**src/rtl/dig_mon_pkg.sv**
```systemverilog
// Shared encodings for the digital output monitor: sequence FSM states,
// read-select codes and the default detected code sequence.
package dig_mon_pkg;

  typedef enum logic [1:0] {
    S_IDLE = 2'd0,
    S_A    = 2'd1,
    S_AB   = 2'd2
  } seq_state_t;

  localparam logic [1:0] SEL_CH0 = 2'd0;
  localparam logic [1:0] SEL_CH1 = 2'd1;
  localparam logic [1:0] SEL_CH2 = 2'd2;
  localparam logic [1:0] SEL_SEQ = 2'd3;

  // Codes are in {OUT3,OUT2,OUT1} order
  localparam logic [2:0] DEF_PAT_A = 3'b111;
  localparam logic [2:0] DEF_PAT_B = 3'b010;
  localparam logic [2:0] DEF_PAT_C = 3'b101;

endpackage

```
**src/rtl/dig_evt_counter.sv**
```systemverilog
// Event counter with synchronous clear. Saturates at all-ones by default;
// with DIG_MON_WRAP_EN defined it wraps to zero and sets a sticky OVF bit.
module dig_evt_counter #(
  parameter int unsigned CNT_W = 8
) (
  input  logic             CLK,
  input  logic             RST,
  input  logic             CLR,
  input  logic             INC,
  output logic [CNT_W-1:0] CNT,
  output logic             OVF
);

  localparam logic [CNT_W-1:0] CntMax = '1;

`ifdef DIG_MON_WRAP_EN
  // Wrapping count with sticky overflow; CLR beats a same-cycle increment
  always_ff @(posedge CLK or posedge RST) begin
    if (RST) begin
      CNT <= '0;
      OVF <= 1'b0;
    end else if (CLR) begin
      CNT <= '0;
      OVF <= 1'b0;
    end else if (INC) begin
      if (CNT == CntMax) begin
        CNT <= '0;
        OVF <= 1'b1;
      end else begin
        CNT <= CNT + 1'b1;
      end
    end
  end
`else
  // Saturating count; CLR beats a same-cycle increment
  always_ff @(posedge CLK or posedge RST) begin
    if (RST) begin
      CNT <= '0;
    end else if (CLR) begin
      CNT <= '0;
    end else if (INC && (CNT != CntMax)) begin
      CNT <= CNT + 1'b1;
    end
  end

  assign OVF = 1'b0;
`endif

endmodule

```
**src/rtl/dig_out_monitor.sv**
```systemverilog
// Monitor for the three-bit gate-stage output vector: re-registers it, counts
// per-channel rising edges, detects a three-code sequence and exposes all four
// counters through a one-cycle read handshake.
// Optional build macro DIG_MON_WRAP_EN: wrapping counters with sticky overflow
// bits, RD_DATA widened by one bit carrying the overflow flag as MSB.
module dig_out_monitor
  import dig_mon_pkg::*;
#(
  parameter int unsigned CNT_W = 8,
  parameter logic [2:0]  PAT_A = DEF_PAT_A,
  parameter logic [2:0]  PAT_B = DEF_PAT_B,
  parameter logic [2:0]  PAT_C = DEF_PAT_C
) (
  input  logic             CLK,
  input  logic             RST,
  input  logic [2:0]       OUT_VEC,
  input  logic             CLR,
  input  logic             RD_REQ,
  input  logic [1:0]       RD_SEL,
`ifdef DIG_MON_WRAP_EN
  output logic [CNT_W:0]   RD_DATA,
`else
  output logic [CNT_W-1:0] RD_DATA,
`endif
  output logic             RD_VALID,
  output logic [2:0]       EDGE_FLAGS,
  output logic             SEQ_DET
);

  logic [2:0]       s0, s1;
  logic             v0, v1;
  seq_state_t       state;
  logic [2:0]       edge_vec;
  logic             code_chg;
  logic             seq_hit;
  logic [3:0]       inc;
  logic [CNT_W-1:0] cnt [4];
  logic [3:0]       ovf;
  logic [CNT_W-1:0] rd_cnt;

  // Input re-register plus validity shift; CLR deliberately leaves this alone
  always_ff @(posedge CLK or posedge RST) begin
    if (RST) begin
      s0 <= 3'b000;
      s1 <= 3'b000;
      v0 <= 1'b0;
      v1 <= 1'b0;
    end else begin
      s0 <= OUT_VEC;
      s1 <= s0;
      v0 <= 1'b1;
      v1 <= v0;
    end
  end

  // Edge and code-change detection, gated until the pipeline is primed
  always_comb begin
    edge_vec = s0 & ~s1 & {3{v1}};
    code_chg = v1 && (s0 != s1);
    seq_hit  = code_chg && (state == S_AB) && (s0 == PAT_C);
    inc      = {seq_hit, edge_vec};
  end

  // Sequence FSM with registered edge and detect pulses
  always_ff @(posedge CLK or posedge RST) begin
    if (RST) begin
      state      <= S_IDLE;
      EDGE_FLAGS <= 3'b000;
      SEQ_DET    <= 1'b0;
    end else if (CLR) begin
      state      <= S_IDLE;
      EDGE_FLAGS <= 3'b000;
      SEQ_DET    <= 1'b0;
    end else begin
      EDGE_FLAGS <= edge_vec;
      SEQ_DET    <= seq_hit;
      if (code_chg) begin
        case (state)
          S_IDLE: if (s0 == PAT_A) state <= S_A;
          S_A: begin
            if (s0 == PAT_B)      state <= S_AB;
            else if (s0 == PAT_A) state <= S_A;
            else                  state <= S_IDLE;
          end
          S_AB: begin
            // A completed sequence may also start the next one
            if (s0 == PAT_C)      state <= (PAT_C == PAT_A) ? S_A : S_IDLE;
            else if (s0 == PAT_A) state <= S_A;
            else                  state <= S_IDLE;
          end
          default: state <= S_IDLE;
        endcase
      end
    end
  end

  // Three channel counters plus the sequence counter (index 3)
  for (genvar g = 0; g < 4; g++) begin : g_cnt
    dig_evt_counter #(
      .CNT_W(CNT_W)
    ) u_cnt (
      .CLK(CLK),
      .RST(RST),
      .CLR(CLR),
      .INC(inc[g]),
      .CNT(cnt[g]),
      .OVF(ovf[g])
    );
  end

  // Read-select mux over the current (pre-update) counter values
  always_comb begin
    rd_cnt = cnt[0];
    case (RD_SEL)
      SEL_CH0: rd_cnt = cnt[0];
      SEL_CH1: rd_cnt = cnt[1];
      SEL_CH2: rd_cnt = cnt[2];
      SEL_SEQ: rd_cnt = cnt[3];
      default: rd_cnt = cnt[0];
    endcase
  end

`ifdef DIG_MON_WRAP_EN
  logic rd_ovf;

  // Overflow flag for the selected counter
  always_comb begin
    rd_ovf = ovf[RD_SEL];
  end

  // One-cycle read strobe; data holds until the next request
  always_ff @(posedge CLK or posedge RST) begin
    if (RST) begin
      RD_VALID <= 1'b0;
      RD_DATA  <= '0;
    end else begin
      RD_VALID <= RD_REQ;
      if (RD_REQ) RD_DATA <= {rd_ovf, rd_cnt};
    end
  end
`else
  logic unused_ovf;
  assign unused_ovf = ^ovf;

  // One-cycle read strobe; data holds until the next request
  always_ff @(posedge CLK or posedge RST) begin
    if (RST) begin
      RD_VALID <= 1'b0;
      RD_DATA  <= '0;
    end else begin
      RD_VALID <= RD_REQ;
      if (RD_REQ) RD_DATA <= rd_cnt;
    end
  end
`endif

endmodule

```
**config.mk**
```make
export PLATFORM = sky130hd
export DESIGN_NAME = dig_out_monitor
export DESIGN_NICKNAME = d
export VERILOG_FILES = /design/src/rtl/dig_mon_pkg.sv /design/src/rtl/dig_evt_counter.sv /design/src/rtl/dig_out_monitor.sv
export SDC_FILE = /design/constraint.sdc
export NUM_CORES = 1
export LEC_CHECK = 0
export CORE_ASPECT_RATIO = 0.8
export CORE_UTILIZATION = 33
export CTS_CLUSTER_DIAMETER = 200
export DETAILED_ROUTE_END_ITERATION = 16
export PLACE_DENSITY = 0.54
export SYNTH_ARGS = -nofsm -noshare
export SYNTH_HDL_FRONTEND = slang
export SYNTH_SLANG_ARGS = --single-unit
```
**constraint.sdc**
```tcl
create_clock -name CLK -period 1.6 [get_ports CLK]
set_clock_uncertainty 0.1 [all_clocks]
set_input_delay 0.32 -clock CLK [delete_from_list [all_inputs] [get_ports CLK]]
set_output_delay 0.32 -clock CLK [all_outputs]
set_load 0.005 [all_outputs]
```
==> results.ini <==
[outcome]
status=complete, but fails checks
violations=setup timing

[power]
powerDensity_nw_per_um2=702
p_leak_nw=1.69
ir_worst_vdd_v=0.000386

[run]
maxCapViolations=0

[finish]
layout-drive-gt1-share=0.331
seq_area_um2=1380
nNetsFinal=332
nFillCells=721
antennaDiodeCount=0
area_growth_syn_to_layout_pct=37.7
multi_input_area_um2=1440

[sta]
setup_viol=10
holdWs_ns=0.262
fmax_ghz=0.572
worst_slack_ns=-0.147
hold_viol_final=0
post-route-period-util=1.09
fin_setup_tns_ns=-0.774
period_minus_slack_ns=1.75
slew_violations=0
rsz0062_at_grt=yes

[synthesis]
synth_top_cell_area_share=0.506
yosysSeqAreaShare=0.506
async_flop_share=1.00
synthTopCellsByCount=dfrtp_1, nor2_1, nand2_1
synth_warnings=0
synth.most_common_cell=dfrtp_1
syn_area_um2=2720
synthDistinctLibCells=40
syn_avg_cell_area_um2=10.9
syn_nets=266
synth_cells=250
yosysTopAreaCell=dfrtp_1
synth_area_leaders=dfrtp_1, mux4_2, mux2_2, nor2_1, ha_1
synth-main-ff-cell=dfrtp_1
yosys_register_bits=55
synth-edff-count=0

[routing]
drc=0
ant_nets=0
vias=2192
routed_via_density=5.16
dr.first_iter.drc_count=83
wirelength_um=6630
wire_per_inst_um=15.6
drtPass1Iterations=4

[clocking]
h-tree-depth=2
cts_tree=built
cts_sinks=55
clk_pin_slew_ns=0.11
cts_max_path_buffers=2
clk_latency_ns=0.32
cts-root-buf=clkbuf_8
cts_buffers=5

[placed_design]
io_buffers=21
dpl.hpwl_um=4770
gp_congestion=0.801

[global_routing]
grt_pass1_vias=2102
use_met1=0.255
grt_use_met3=0.0278
gr-max-usage-layer=met1
met2_usage=0.237
antenna_found_initial=0
grt_use_total=0.164
grt_overflow=0
grt_pass1_wl_um=10800
grt_start_max_net_pins=56

[setup_path]
worstPathCellList=ha_1 -> nand3_2 -> nand4_4 -> buf_6 -> buf_4 -> o31ai_2 -> a21oi_2
cp.arrival_ns=1.85
cp_slowest_cell=dfrtp_1
r2r-start=s0[1]
r2r_cells=7
crit_required_ns=1.70
r2r_setup_slack_ns=-0.15
max_stage_delay_ns=0.40
setup.worst_path.start_class=register
cp_max_fo=4
cp-end-kind=register
r2r_end=g_cnt[3].u_cnt.CNT[5]
critical_path_class=reg -> reg

[floorplanning]
core_um2=7950
start_util=0.342
die_height_um=83.2
io_pins=22
design.die.area_um2=8610
dieWidth_um=103
rows=29

[worst_hold_path]
min_delay_worst_endpoint=v1
hold_class=reg -> reg
min_path_cells=0
hp-start=v0

-- layout by cell type, fill, tap and decap left out, types with 4 or more instances in the layout --
cell | synthesis | layout
a21oi_1 | 16 | 10
a21oi_2 | 0 | 6
a31oi_1 | 5 | 4
and3_1 | 6 | 5
buf_12 | 0 | 4
buf_4 | 2 | 41
buf_6 | 0 | 4
clkbuf_8 | 0 | 5
clkdlybuf4s50_1 | 0 | 7
dfrtp_1 | 55 | 55
dlygate4sd2_1 | 0 | 9
dlymetal6s2s_1 | 0 | 5
ha_1 | 7 | 4
inv_1 | 8 | 6
mux2_2 | 8 | 8
mux2i_1 | 6 | 6
mux4_2 | 8 | 8
nand2_1 | 18 | 17
nand3_1 | 12 | 10
nand4_1 | 5 | 5
nor2_1 | 24 | 22
nor3_1 | 6 | 5
o21ai_0 | 9 | 9
or3_1 | 8 | 7
xnor2_1 | 4 | 4
-- report_power, final --
group	switching, mW	total (mW)	internal [mW]
combinational	0.121	0.244	0.123
clock	0.487	0.962	0.475
sequential	0.0123	1.42	1.41
total	0.620	2.63	2.01
-- kinds of logic (layout without fill, tap and decap cells) --
kind of cell               count (synthesis)  in the layout  share of synthesized area
and+or+nand+nor                           95             95                      0.187
adders and majority gates                  7              7                     0.0322
other                                      1              1                    0.00138
DFF                                       55             55                      0.506
buffers and inverters                     19             86                     0.0294
muxes                                     22             22                      0.121
xor gates and xnor gates                   7              7                     0.0225
AOI/OAI and AO/OA                         44             44                     0.0999
-- area by class of cell --
class | count | share of cell area
flip-flops and latches | 55 | 0.368
clock inverters | 3 | 0.0127
well taps | 108 | 0.0361
inverters | 8 | 0.00902
repair buffers | 70 | 0.172
clock buffers | 5 | 0.0184
multi-input cells | 176 | 0.384
-- worst max-delay path, delay by kind of cell (launching register included) --
| kind | cells | cell delay (ns) |
|---|---|---|
| DFF | 1 | 0.40 |
| AOI/OAI and AO/OA | 2 | 0.35 |
| adders and majority gates | 1 | 0.29 |
| buffers and inverters | 2 | 0.28 |
| and+or+nand+nor | 2 | 0.21 |
-- registers in the layout, summed over array words and instances (netlist names), 2 cells and up --
signal           count
EDGE_FLAGS           3
g_cnt.u_cnt.CNT     32
state                2
RD_DATA              8
s1                   3
s0                   3
-- how the worst max path moves through the flow --
stage,cells after the start,start,endpoint
final,7,s0[1],g_cnt[3].u_cnt.CNT[5]
after detailed placement,4,RD_SEL[1],RD_DATA[2]
after CTS,6,s0[2],g_cnt[3].u_cnt.CNT[5]
after floorplan,5,s0[2],g_cnt[3].u_cnt.CNT[4]
after global routing,8,s1[1],g_cnt[3].u_cnt.CNT[5]
after global placement,4,RD_SEL[1],RD_DATA[1]
-- metal layers --
| layer | wire length, um | vias to the layer above |
|---|---|---|
| met2 | 2960 | 51 |
| met1 | 3260 | 1088 |
| met4 | 54 | 0 |
| met5 | 0 | - |
| met3 | 353 | 8 |
| li1 | - | 1045 |
-- repair_timing --
item | 4_1_cts | 5_1_grt
endpoints found under the hold margin | 0 | 0
endpoints found under the setup margin | 31 | 25
gates resized for setup | 21 | 28
buffers inserted | 4 | 0
hold buffers | 0 | 0
pin swaps | 12 | 6
-- per-stage QoR --
| step | utilization | total power [mW] | std cells | cell area (um^2) | worst slack [ns] |
|---|---|---|---|---|---|
| 2_1_floorplan | - | 1.56 | 250 | 2750 | -0.0921 |
| 3_3_place_gp | 0.431 | 1.68 | 413 | 3420 | -0.352 |
| 3_5_place_dp | 0.431 | 1.68 | 413 | 3420 | -0.361 |
| 4_1_cts | 0.456 | 2.66 | 425 | 3620 | -0.185 |
| 5_1_grt | 0.471 | 2.75 | 425 | 3740 | -0.202 |
| 6_report | 0.471 | 2.63 | 425 | 3740 | -0.147 |
No activity file was read; power rests on OpenSTA's default activity.
